**config.mk**
```make
export PLATFORM = sky130hd
export DESIGN_NAME = stft_frame_buffer
export DESIGN_NICKNAME = d
export VERILOG_FILES = /design/src/rtl/stft_frame_buffer.sv
export SDC_FILE = /design/constraint.sdc
export NUM_CORES = 1
export LEC_CHECK = 0
export ABC_AREA = 1
export ABC_CLOCK_PERIOD_IN_PS = 2200
export CORE_ASPECT_RATIO = 0.7
export CORE_MARGIN = 5
export CORE_UTILIZATION = 40
export DETAILED_ROUTE_END_ITERATION = 10
export SETUP_SLACK_MARGIN = 0.1
export SLEW_MARGIN = 20
export SYNTH_ARGS = -nofsm -noshare
export SYNTH_HDL_FRONTEND = slang
export SYNTH_SLANG_ARGS = --single-unit
```
**constraint.sdc**
```tcl
create_clock -name iCLK -period 2.2 [get_ports iCLK]
set_clock_uncertainty 0.2 [all_clocks]
set_input_delay 0.55 -clock iCLK [delete_from_list [all_inputs] [get_ports iCLK]]
set_output_delay 0.55 -clock iCLK [all_outputs]
set_load 0.005 [all_outputs]
```
**src/rtl/stft_frame_buffer.sv**
```systemverilog
// Overlapping STFT frame builder: 2N-deep circular sample buffer, N-sample frames at hop N/2.
// Define STFT_FRAME_DROP_EN to tie oIREADY high and drop samples on overflow (sticky oOVF).
module stft_frame_buffer #(
    parameter int WL   = 8,
    parameter int LOGN = 6
) (
    input  logic            iCLK,
    input  logic            iRST,
    input  logic            iCLR,
    input  logic            iVALID,
    input  logic [WL-1:0]   iDATA,
    output logic            oIREADY,
    output logic            oVALID,
    input  logic            iREADY,
    output logic [WL-1:0]   oDATA,
    output logic            oFIRST,
    output logic            oLAST,
    output logic [15:0]     oFRAME,
    output logic            oOVF
);

    localparam int unsigned N  = 1 << LOGN;
    localparam int unsigned H  = N / 2;
    localparam int unsigned D  = 2 * N;
    localparam int unsigned PW = LOGN + 1;
    localparam int unsigned CW = LOGN + 2;

    typedef enum logic {S_IDLE, S_READ} state_t;

    logic [WL-1:0]  r_mem [D];
    state_t         r_state, w_state_nxt;
    logic [PW-1:0]  r_wp, w_wp_nxt;
    logic [PW-1:0]  r_fs, w_fs_nxt;
    logic [PW-1:0]  r_rd_idx, w_rd_idx_nxt;
    logic [CW-1:0]  r_cnt, w_cnt_nxt;
    logic           r_valid, w_valid_nxt;
    logic           r_first, w_first_nxt;
    logic           r_last, w_last_nxt;
    logic           r_ovf, w_ovf_nxt;
    logic [WL-1:0]  r_data, w_data_nxt;
    logic [15:0]    r_frame, w_frame_nxt;

    logic           w_ready;
    logic           w_accept;
    logic           w_drop;
    logic           w_hs;
    logic           w_frame_end;
    logic [PW-1:0]  w_rd_addr;

    assign w_ready   = (r_cnt < CW'(D));
    assign w_accept  = iVALID && w_ready;
    assign w_hs      = r_valid && iREADY;
    assign w_rd_addr = r_fs + r_rd_idx;

`ifdef STFT_FRAME_DROP_EN
    assign oIREADY = 1'b1;
    assign w_drop  = iVALID && !w_ready;
`else
    assign oIREADY = w_ready;
    assign w_drop  = 1'b0;
`endif

    assign oVALID = r_valid;
    assign oDATA  = r_data;
    assign oFIRST = r_first;
    assign oLAST  = r_last;
    assign oFRAME = r_frame;
    assign oOVF   = r_ovf;

    // Next-state and next-output logic; flush overrides everything.
    always_comb begin
        w_state_nxt  = r_state;
        w_wp_nxt     = r_wp;
        w_fs_nxt     = r_fs;
        w_rd_idx_nxt = r_rd_idx;
        w_cnt_nxt    = r_cnt;
        w_valid_nxt  = r_valid;
        w_first_nxt  = r_first;
        w_last_nxt   = r_last;
        w_ovf_nxt    = r_ovf;
        w_data_nxt   = r_data;
        w_frame_nxt  = r_frame;
        w_frame_end  = 1'b0;

        if (iCLR) begin
            w_state_nxt  = S_IDLE;
            w_wp_nxt     = '0;
            w_fs_nxt     = '0;
            w_rd_idx_nxt = '0;
            w_cnt_nxt    = '0;
            w_valid_nxt  = 1'b0;
            w_first_nxt  = 1'b0;
            w_last_nxt   = 1'b0;
            w_ovf_nxt    = 1'b0;
            w_frame_nxt  = '0;
        end else begin
            if (w_accept) w_wp_nxt = r_wp + PW'(1);
            if (w_drop)   w_ovf_nxt = 1'b1;

            case (r_state)
                S_IDLE: begin
                    if (r_cnt >= CW'(N)) begin
                        w_data_nxt   = r_mem[r_fs];
                        w_valid_nxt  = 1'b1;
                        w_first_nxt  = 1'b1;
                        w_last_nxt   = 1'b0;
                        w_rd_idx_nxt = PW'(1);
                        w_state_nxt  = S_READ;
                    end
                end
                S_READ: begin
                    if (w_hs) begin
                        if (r_last) begin
                            w_valid_nxt = 1'b0;
                            w_first_nxt = 1'b0;
                            w_last_nxt  = 1'b0;
                            w_frame_end = 1'b1;
                            w_fs_nxt    = r_fs + PW'(H);
                            w_frame_nxt = r_frame + 16'd1;
                            w_state_nxt = S_IDLE;
                        end else begin
                            w_data_nxt   = r_mem[w_rd_addr];
                            w_rd_idx_nxt = r_rd_idx + PW'(1);
                            w_first_nxt  = 1'b0;
                            w_last_nxt   = (r_rd_idx == PW'(N - 1));
                        end
                    end
                end
            endcase

            // Accept and frame retirement may coincide: net change is +1-H.
            w_cnt_nxt = r_cnt + CW'(w_accept) - (w_frame_end ? CW'(H) : CW'(0));
        end
    end

    // State and output registers.
    always_ff @(posedge iCLK or posedge iRST) begin
        if (iRST) begin
            r_state  <= S_IDLE;
            r_wp     <= '0;
            r_fs     <= '0;
            r_rd_idx <= '0;
            r_cnt    <= '0;
            r_valid  <= 1'b0;
            r_first  <= 1'b0;
            r_last   <= 1'b0;
            r_ovf    <= 1'b0;
            r_data   <= '0;
            r_frame  <= '0;
        end else begin
            r_state  <= w_state_nxt;
            r_wp     <= w_wp_nxt;
            r_fs     <= w_fs_nxt;
            r_rd_idx <= w_rd_idx_nxt;
            r_cnt    <= w_cnt_nxt;
            r_valid  <= w_valid_nxt;
            r_first  <= w_first_nxt;
            r_last   <= w_last_nxt;
            r_ovf    <= w_ovf_nxt;
            r_data   <= w_data_nxt;
            r_frame  <= w_frame_nxt;
        end
    end

    // Sample storage; contents survive reset and flush.
    always_ff @(posedge iCLK) begin
        if (w_accept && !iCLR) r_mem[r_wp] <= iDATA;
    end

endmodule

```
Yosys cells after proc, flatten, opt, wreduce, memory -nomap -nowiden
Memories as Yosys holds them, arrays and structs flattened. Cells that the tools add are included.

Bits in registers: 57. Latch bits: 0. RAM bits: 1024. Memory bits (read-only): 0. Input bits: 13. Word-level logic and storage cells: 88. Memories: 1.

Memories: r_mem (depth 128, width 8, read ports 2, clocked after memory_dff 0, write ports 1, RTL line 30) `logic [WL-1:0] r_mem [D];`.

Add/sub/neg operators: 7. Multiply operators: 0. Div/mod/pow operators: 0. Magnitude comparators: 2. Equal/unequal tests: 8. Shifts and indexed selects: 0. Mux-type cells: 45. Bitwise logic cells: 2. Reductions and logical operators: 13.

Operators with widths (count): 2-to-1 mux 7 bit (10); 2-to-1 mux 16 bit (4); 2-to-1 mux 8 bit (4); 2-to-1 mux 1 bit (20); adder 16 x 1 -> 16 bit, second input constant (1); case mux 8 bit (2 select lines) (1); adder 7 x 1 -> 7 bit, second input constant (2); case mux 7 bit (2 select lines) (1); AND reduction 3 bit (3); adder 8 x 1 -> 8 bit (1); >= comparator 8 x 7 -> 1 bit, second input constant (1); < comparator 8 bit, second input constant (1); case mux 1 bit (2 select lines) (4); nonzero test 2 bit (4); subtractor 8 x 6 -> 8 bit (1); adder 7 x 6 -> 7 bit, second input constant (1); adder 7 bit (1); equality test 7 x 6 -> 1 bit, second input constant (1); 2-to-1 mux 6 bit (1); inequality test 3 x 2 -> 1 bit, second input constant (2); inequality test 3 bit, second input constant (2); inequality test 2 bit, second input constant (2); AND reduction 4 bit (1); logical AND 1 bit (3); other kinds (4) (5).

Depth between registers and ports, before layout
Word-level depth: 7. Gate-level depth with buffers: 15. Gate-level depth less buffers: 14.

Least setup slack after synthesis
Ideal clock, no wire load.

Path type: input -> register. From: input port iVALID. To: memory r_mem[91][0] (enable). Data arrival time: 1.834 ns. Required time: 1.605 ns. Setup slack: -0.228 ns. Stages: 4. Buffers on the path: 0. Cell sequence: nand2_1 -> nor2_1 -> nand3_1 -> nor4_1.

Word-level cells in the longest chain between the ends: 4.

Ends and longest elaborated chain: start: declaration (RTL line 10) `input logic iVALID,`; logical AND 1 bit (RTL line 51) `assign w_accept = iVALID && w_ready;`; logical AND 1 bit (RTL line 167) `if (w_accept && !iCLR) r_mem[r_wp] <= iDATA;`; 2-to-1 mux 1 bit (RTL line 167); 2-to-1 mux 1 bit (implied by the code) (RTL line 167); end: declaration (RTL line 30).

Every way passes these cells.

Worst setup path after layout
From: register r_rd_idx[0]. To: register r_data[5] (netlist: oDATA[5]).

Word-level cells in the longest chain between the ends: 5.

Ends and longest elaborated chain: start: declaration (RTL line 34) `logic [PW-1:0] r_rd_idx, w_rd_idx_nxt;`; start signal: assignment (RTL line 154) `r_rd_idx <= w_rd_idx_nxt;`; adder 7 bit (RTL line 53) `assign w_rd_addr = r_fs + r_rd_idx;`; memory (128 x 8 bit); 2-to-1 mux 8 bit (RTL line 113) `if (r_last) begin`; 2-to-1 mux 8 bit (RTL line 112) `if (w_hs) begin`; case mux 8 bit (2 select lines) (RTL line 100) `case (r_state)`; end signal: assignment (RTL line 160) `r_data <= w_data_nxt;`; end: declaration (RTL line 40) `logic [WL-1:0] r_data, w_data_nxt;`.

Every way passes these cells. The select of a mux whose other input is x is not followed. A chain may end at the register's enable or synchronous reset.

==> impl_summary.log <==
[metrics] result of the run: finished with violations
[metrics] violated checks: setup timing
[metrics] Clock transition at path regs: 0.07 ns
[metrics] buffers plus inverters on the worst setup path: 5
[metrics] R2R Setup Slk: -0.31 ns
[metrics] DR WL/cell: 22.3 microns
[metrics] fin nets: 4577
[metrics] die width: 413 microns
[metrics] overall routing resource usage: 0.220
[metrics] fraction of layout cells with a size suffix above 1: 0.199
[metrics] post-synthesis instance total: 4212
[metrics] final weighted congestion of routability-driven global placement: 0.901
[metrics] leak pwr: 21.3 nW
[metrics] endpoints failing hold: 0
[metrics] later-pin clock latency in the skew report: 0.69 ns
[metrics] Inserted Clock Buffers: 98
[metrics] Vias per Instance: 5.33
[metrics] post-synthesis to final-layout area growth: 25.0%
[metrics] Worst Setup EP: oDATA[5]
[metrics] post-synthesis area per instance: 10.8 sq um
[metrics] number of cell instances on the worst register-to-register path: 15
[metrics] pre-CTS WS: -0.556 ns
[metrics] IO buf count: 40
[metrics] total power per unit cell area: 969 nW/um^2
[metrics] crit path capture type: register
[metrics] Top Family by Delay on Critical Path: simple AND/OR/NAND/NOR gates
[metrics] number of enable flip-flop cells after synthesis: 1024
[metrics] Synth cell types: 33
[metrics] GR met3 Demand/Resource: 0.0574
[metrics] Clock Path Buffers: 3
[metrics] DRC violations left: 0
[metrics] Worst Path Max Fanout: 7
[metrics] wire length of the first global-routing pass: 199000 microns
[metrics] CTS tree: built
[metrics] Initial DRT Pass Iterations: 6
[metrics] # rows: 103
[metrics] placed wire-length estimate: 84300 microns
[metrics] arrival time at the worst endpoint: 2.93 ns
[metrics] layer with the highest usage: met1
[metrics] synthesized cell area: 45400 sq um
[metrics] initial antenna violation count: 2
[metrics] worst slew margin relative to its limit: 0.514
[metrics] final critical-path setup slack: -0.306 ns
[metrics] Critical-path top delay cell: sky130_fd_sc_hd__dfrtp_4
[metrics] Max stage delay on crit path: 0.53 ns
[metrics] register bit total from synthesis: 1076
[metrics] capture point of the worst reg-to-reg path: oDATA[5]
[metrics] startpoint kind of the worst setup timing path: register
[metrics] height of the die: 292 microns
[metrics] full die area: 121000 sq um
[metrics] placeable core area: 113000 sq um
[metrics] total gr overflow: 0
[metrics] startpoint of the worst-slack reg-to-reg timing path: r_rd_idx[0]
[metrics] final routed wirelength across all metal layers: 137000 microns
[metrics] WP data required: 2.62 ns
[metrics] path type of the worst min-delay path: input pin to register
[metrics] number of max-slew violations in the final report: 0
[metrics] vias in the first global route: 30600
[metrics] share of async-settable or async-resettable flops after synthesis: 0.0483
[metrics] grt met1 use: 0.350
[metrics] grt met2 use: 0.302
[metrics] number of routed nets with antenna violations: 0
[metrics] overall via count from detail_route: 32800
[metrics] largest net degree at the start of global routing: 64
[metrics] final cell count without fillers: 6149
[metrics] DRC violation total after the first TritonRoute iteration: 4015
[metrics] final number of setup-violating endpoints: 573
[metrics] share of synthesized area occupied by flip-flops and latches: 0.706
[metrics] final cycle utilization of the critical path: 1.14
[metrics] unrepaired setup endpoints after global routing: true
[metrics] number of levels the H-tree was split into: 3
[metrics] post-synth net total: 4240
[metrics] placed cell count: 5881
[metrics] Highest Clock Rate: 0.399 GHz
[metrics] Main synth FF type: sky130_fd_sc_hd__edfxtp_1
[metrics] Inserted Diodes: 0
[metrics] max cap viols: 0
[metrics] initial cell density of the core: 0.403
[metrics] Stages on worst setup path: 15
[metrics] CP Launch Point: r_rd_idx[0]
[metrics] Cell Chain, Critical Path: buf_12 -> clkinv_16 -> buf_12 -> buf_6 -> clkbuf_16 -> nand2_1 -> nand2_1 -> nand2_1 -> nand3_1 -> nand3_1 -> nand2_2 -> nand3_2 -> nand3_2 -> nand3_2 -> a21oi_1
[metrics] clk root buf: sky130_fd_sc_hd__clkbuf_16
[metrics] maximum resistive drop on vdd: 737 uV
[metrics] sink count of the clock tree: 1076
[metrics] Worst-Margin Slew: 0.727 ns
[metrics] time the worst path needs with I/O delays and setup: 2.51 ns
[metrics] crit path kind: register to register
[metrics] Synthesis Warnings: 0
[metrics] number of placed I/O pins: 42
power breakdown:
part | total, W | internal, W | switching [W]
clock network | 0.0169 | 0.00931 | 0.00761
logic | 0.0152 | 0.00585 | 0.00933
registers | 0.0229 | 0.0226 | 0.000289
routing by layer:
layer | vias up | wire [microns]
li1 | 15000 | -
met1 | 16000 | 63000
met2 | 1598 | 56000
met3 | 196 | 15500
met4 | 0 | 2870
met5 | - | 0
worst min-delay path by stage:
stage / cells after the start / from / slack (ns) / end
final: 1 / iDATA[6] / 0.06 / r_mem[46][6]
after global placement: 2 / oFIRST / 0.31 / oFIRST
after global routing: 1 / iDATA[6] / 0.03 / r_mem[118][6]
after CTS: 1 / iDATA[6] / 0.004 / r_mem[118][6]
after detailed placement: 2 / oFIRST / 0.32 / oFIRST
after floorplan: 2 / oFIRST / 0.27 / oFIRST
cell usage in the layout, fill, tap and decap left out, types with 65 or more instances in the layout:
cell	netlist	routed
sky130_fd_sc_hd__nand2_1	1195	1146
sky130_fd_sc_hd__edfxtp_1	1024	1024
sky130_fd_sc_hd__o21ai_0	194	175
sky130_fd_sc_hd__nor2_4	0	117
sky130_fd_sc_hd__clkbuf_16	0	105
sky130_fd_sc_hd__nor2_1	574	432
sky130_fd_sc_hd__buf_12	0	95
sky130_fd_sc_hd__buf_4	16	237
sky130_fd_sc_hd__inv_1	224	215
sky130_fd_sc_hd__nand3_1	543	467
sky130_fd_sc_hd__buf_6	19	74
sky130_fd_sc_hd__nand3_2	1	65
sky130_fd_sc_hd__a21oi_1	106	71
worst register-to-register path: stages (launching register included):
cell	delay [ns]
sky130_fd_sc_hd__dfrtp_4	0.53
sky130_fd_sc_hd__buf_12	0.19
sky130_fd_sc_hd__clkinv_16	0.11
sky130_fd_sc_hd__buf_12	0.17
sky130_fd_sc_hd__buf_6	0.12
sky130_fd_sc_hd__clkbuf_16	0.15
sky130_fd_sc_hd__nand2_1	0.06
sky130_fd_sc_hd__nand2_1	0.06
sky130_fd_sc_hd__nand2_1	0.06
sky130_fd_sc_hd__nand3_1	0.09
sky130_fd_sc_hd__nand3_1	0.11
sky130_fd_sc_hd__nand2_2	0.14
sky130_fd_sc_hd__nand3_2	0.11
sky130_fd_sc_hd__nand3_2	0.10
sky130_fd_sc_hd__nand3_2	0.09
sky130_fd_sc_hd__a21oi_1	0.13
state kept, by name, summed over array words and instances, names as in the netlist:
signal,cells
r_mem,1024
oFRAME,16
oDATA,8
r_cnt,8
r_rd_idx,7
r_wp,7
r_fs,2
oFIRST,1
oLAST,1
oVALID,1
r_state,1
through the flow:
step	hold slack (ns)	utilization	instance area, sq um	TNS, ns	total power [W]
floorplan	0.265	-	46100	0	0.0306
global placement	0.315	0.451	50900	-491.06	0.0356
detailed placement	0.323	0.451	50900	-500.23	0.0356
CTS	0.00416	0.493	55600	-4.60	0.0541
global route	0.0315	0.503	56800	-62.93	0.0572
finish	0.0585	0.503	56800	-32.47	0.0550
Yosys cell counts (15+ instances only):
cell type	count	area share
sky130_fd_sc_hd__a21oi_1	106	0.012
sky130_fd_sc_hd__buf_1	24	0.0020
sky130_fd_sc_hd__buf_2	62	0.0068
sky130_fd_sc_hd__buf_4	16	0.0026
sky130_fd_sc_hd__buf_6	19	0.0047
sky130_fd_sc_hd__clkbuf_1	108	0.0089
sky130_fd_sc_hd__dfrtp_1	52	0.029
sky130_fd_sc_hd__edfxtp_1	1024	0.68
sky130_fd_sc_hd__ha_1	15	0.0041
sky130_fd_sc_hd__inv_1	224	0.019
sky130_fd_sc_hd__nand2_1	1195	0.099
sky130_fd_sc_hd__nand3_1	543	0.060
sky130_fd_sc_hd__nor2_1	574	0.047
sky130_fd_sc_hd__nor3_1	17	0.0019
sky130_fd_sc_hd__o21ai_0	194	0.021
logic make-up after synthesis:
kind of cell | count (synthesis) | share of synthesized area
flops | 1076 | 0.706
xor+xnor | 3 | 0.000579
buf+inv | 463 | 0.0450
fa+ha+maj | 15 | 0.00413
other cells | 1 | 0.0000826
compound gates | 315 | 0.0353
simple gates | 2339 | 0.209
layout make-up:
type	count	area, sq um
inverters	232	918
clock buffers	122	2560
flip-flops and latches	1076	32100
well taps	1522	1900
clock inverters	56	515
multi-input cells	2673	13200
repair buffers	466	5610
repair inverters	2	46.3
fillers	9780	56000
repair_timing:
item | in CTS | in global routing
setup endpoints to repair | 776 | 1043
resized for setup | 324 | 223
cloned | 16 | 6
endpoints found under the hold margin | 16 | 0
hold buffers | 3 | 0
setup buffers | 44 | 25
pin swaps | 25 | 72
Power figures use the tool's default switching activity.
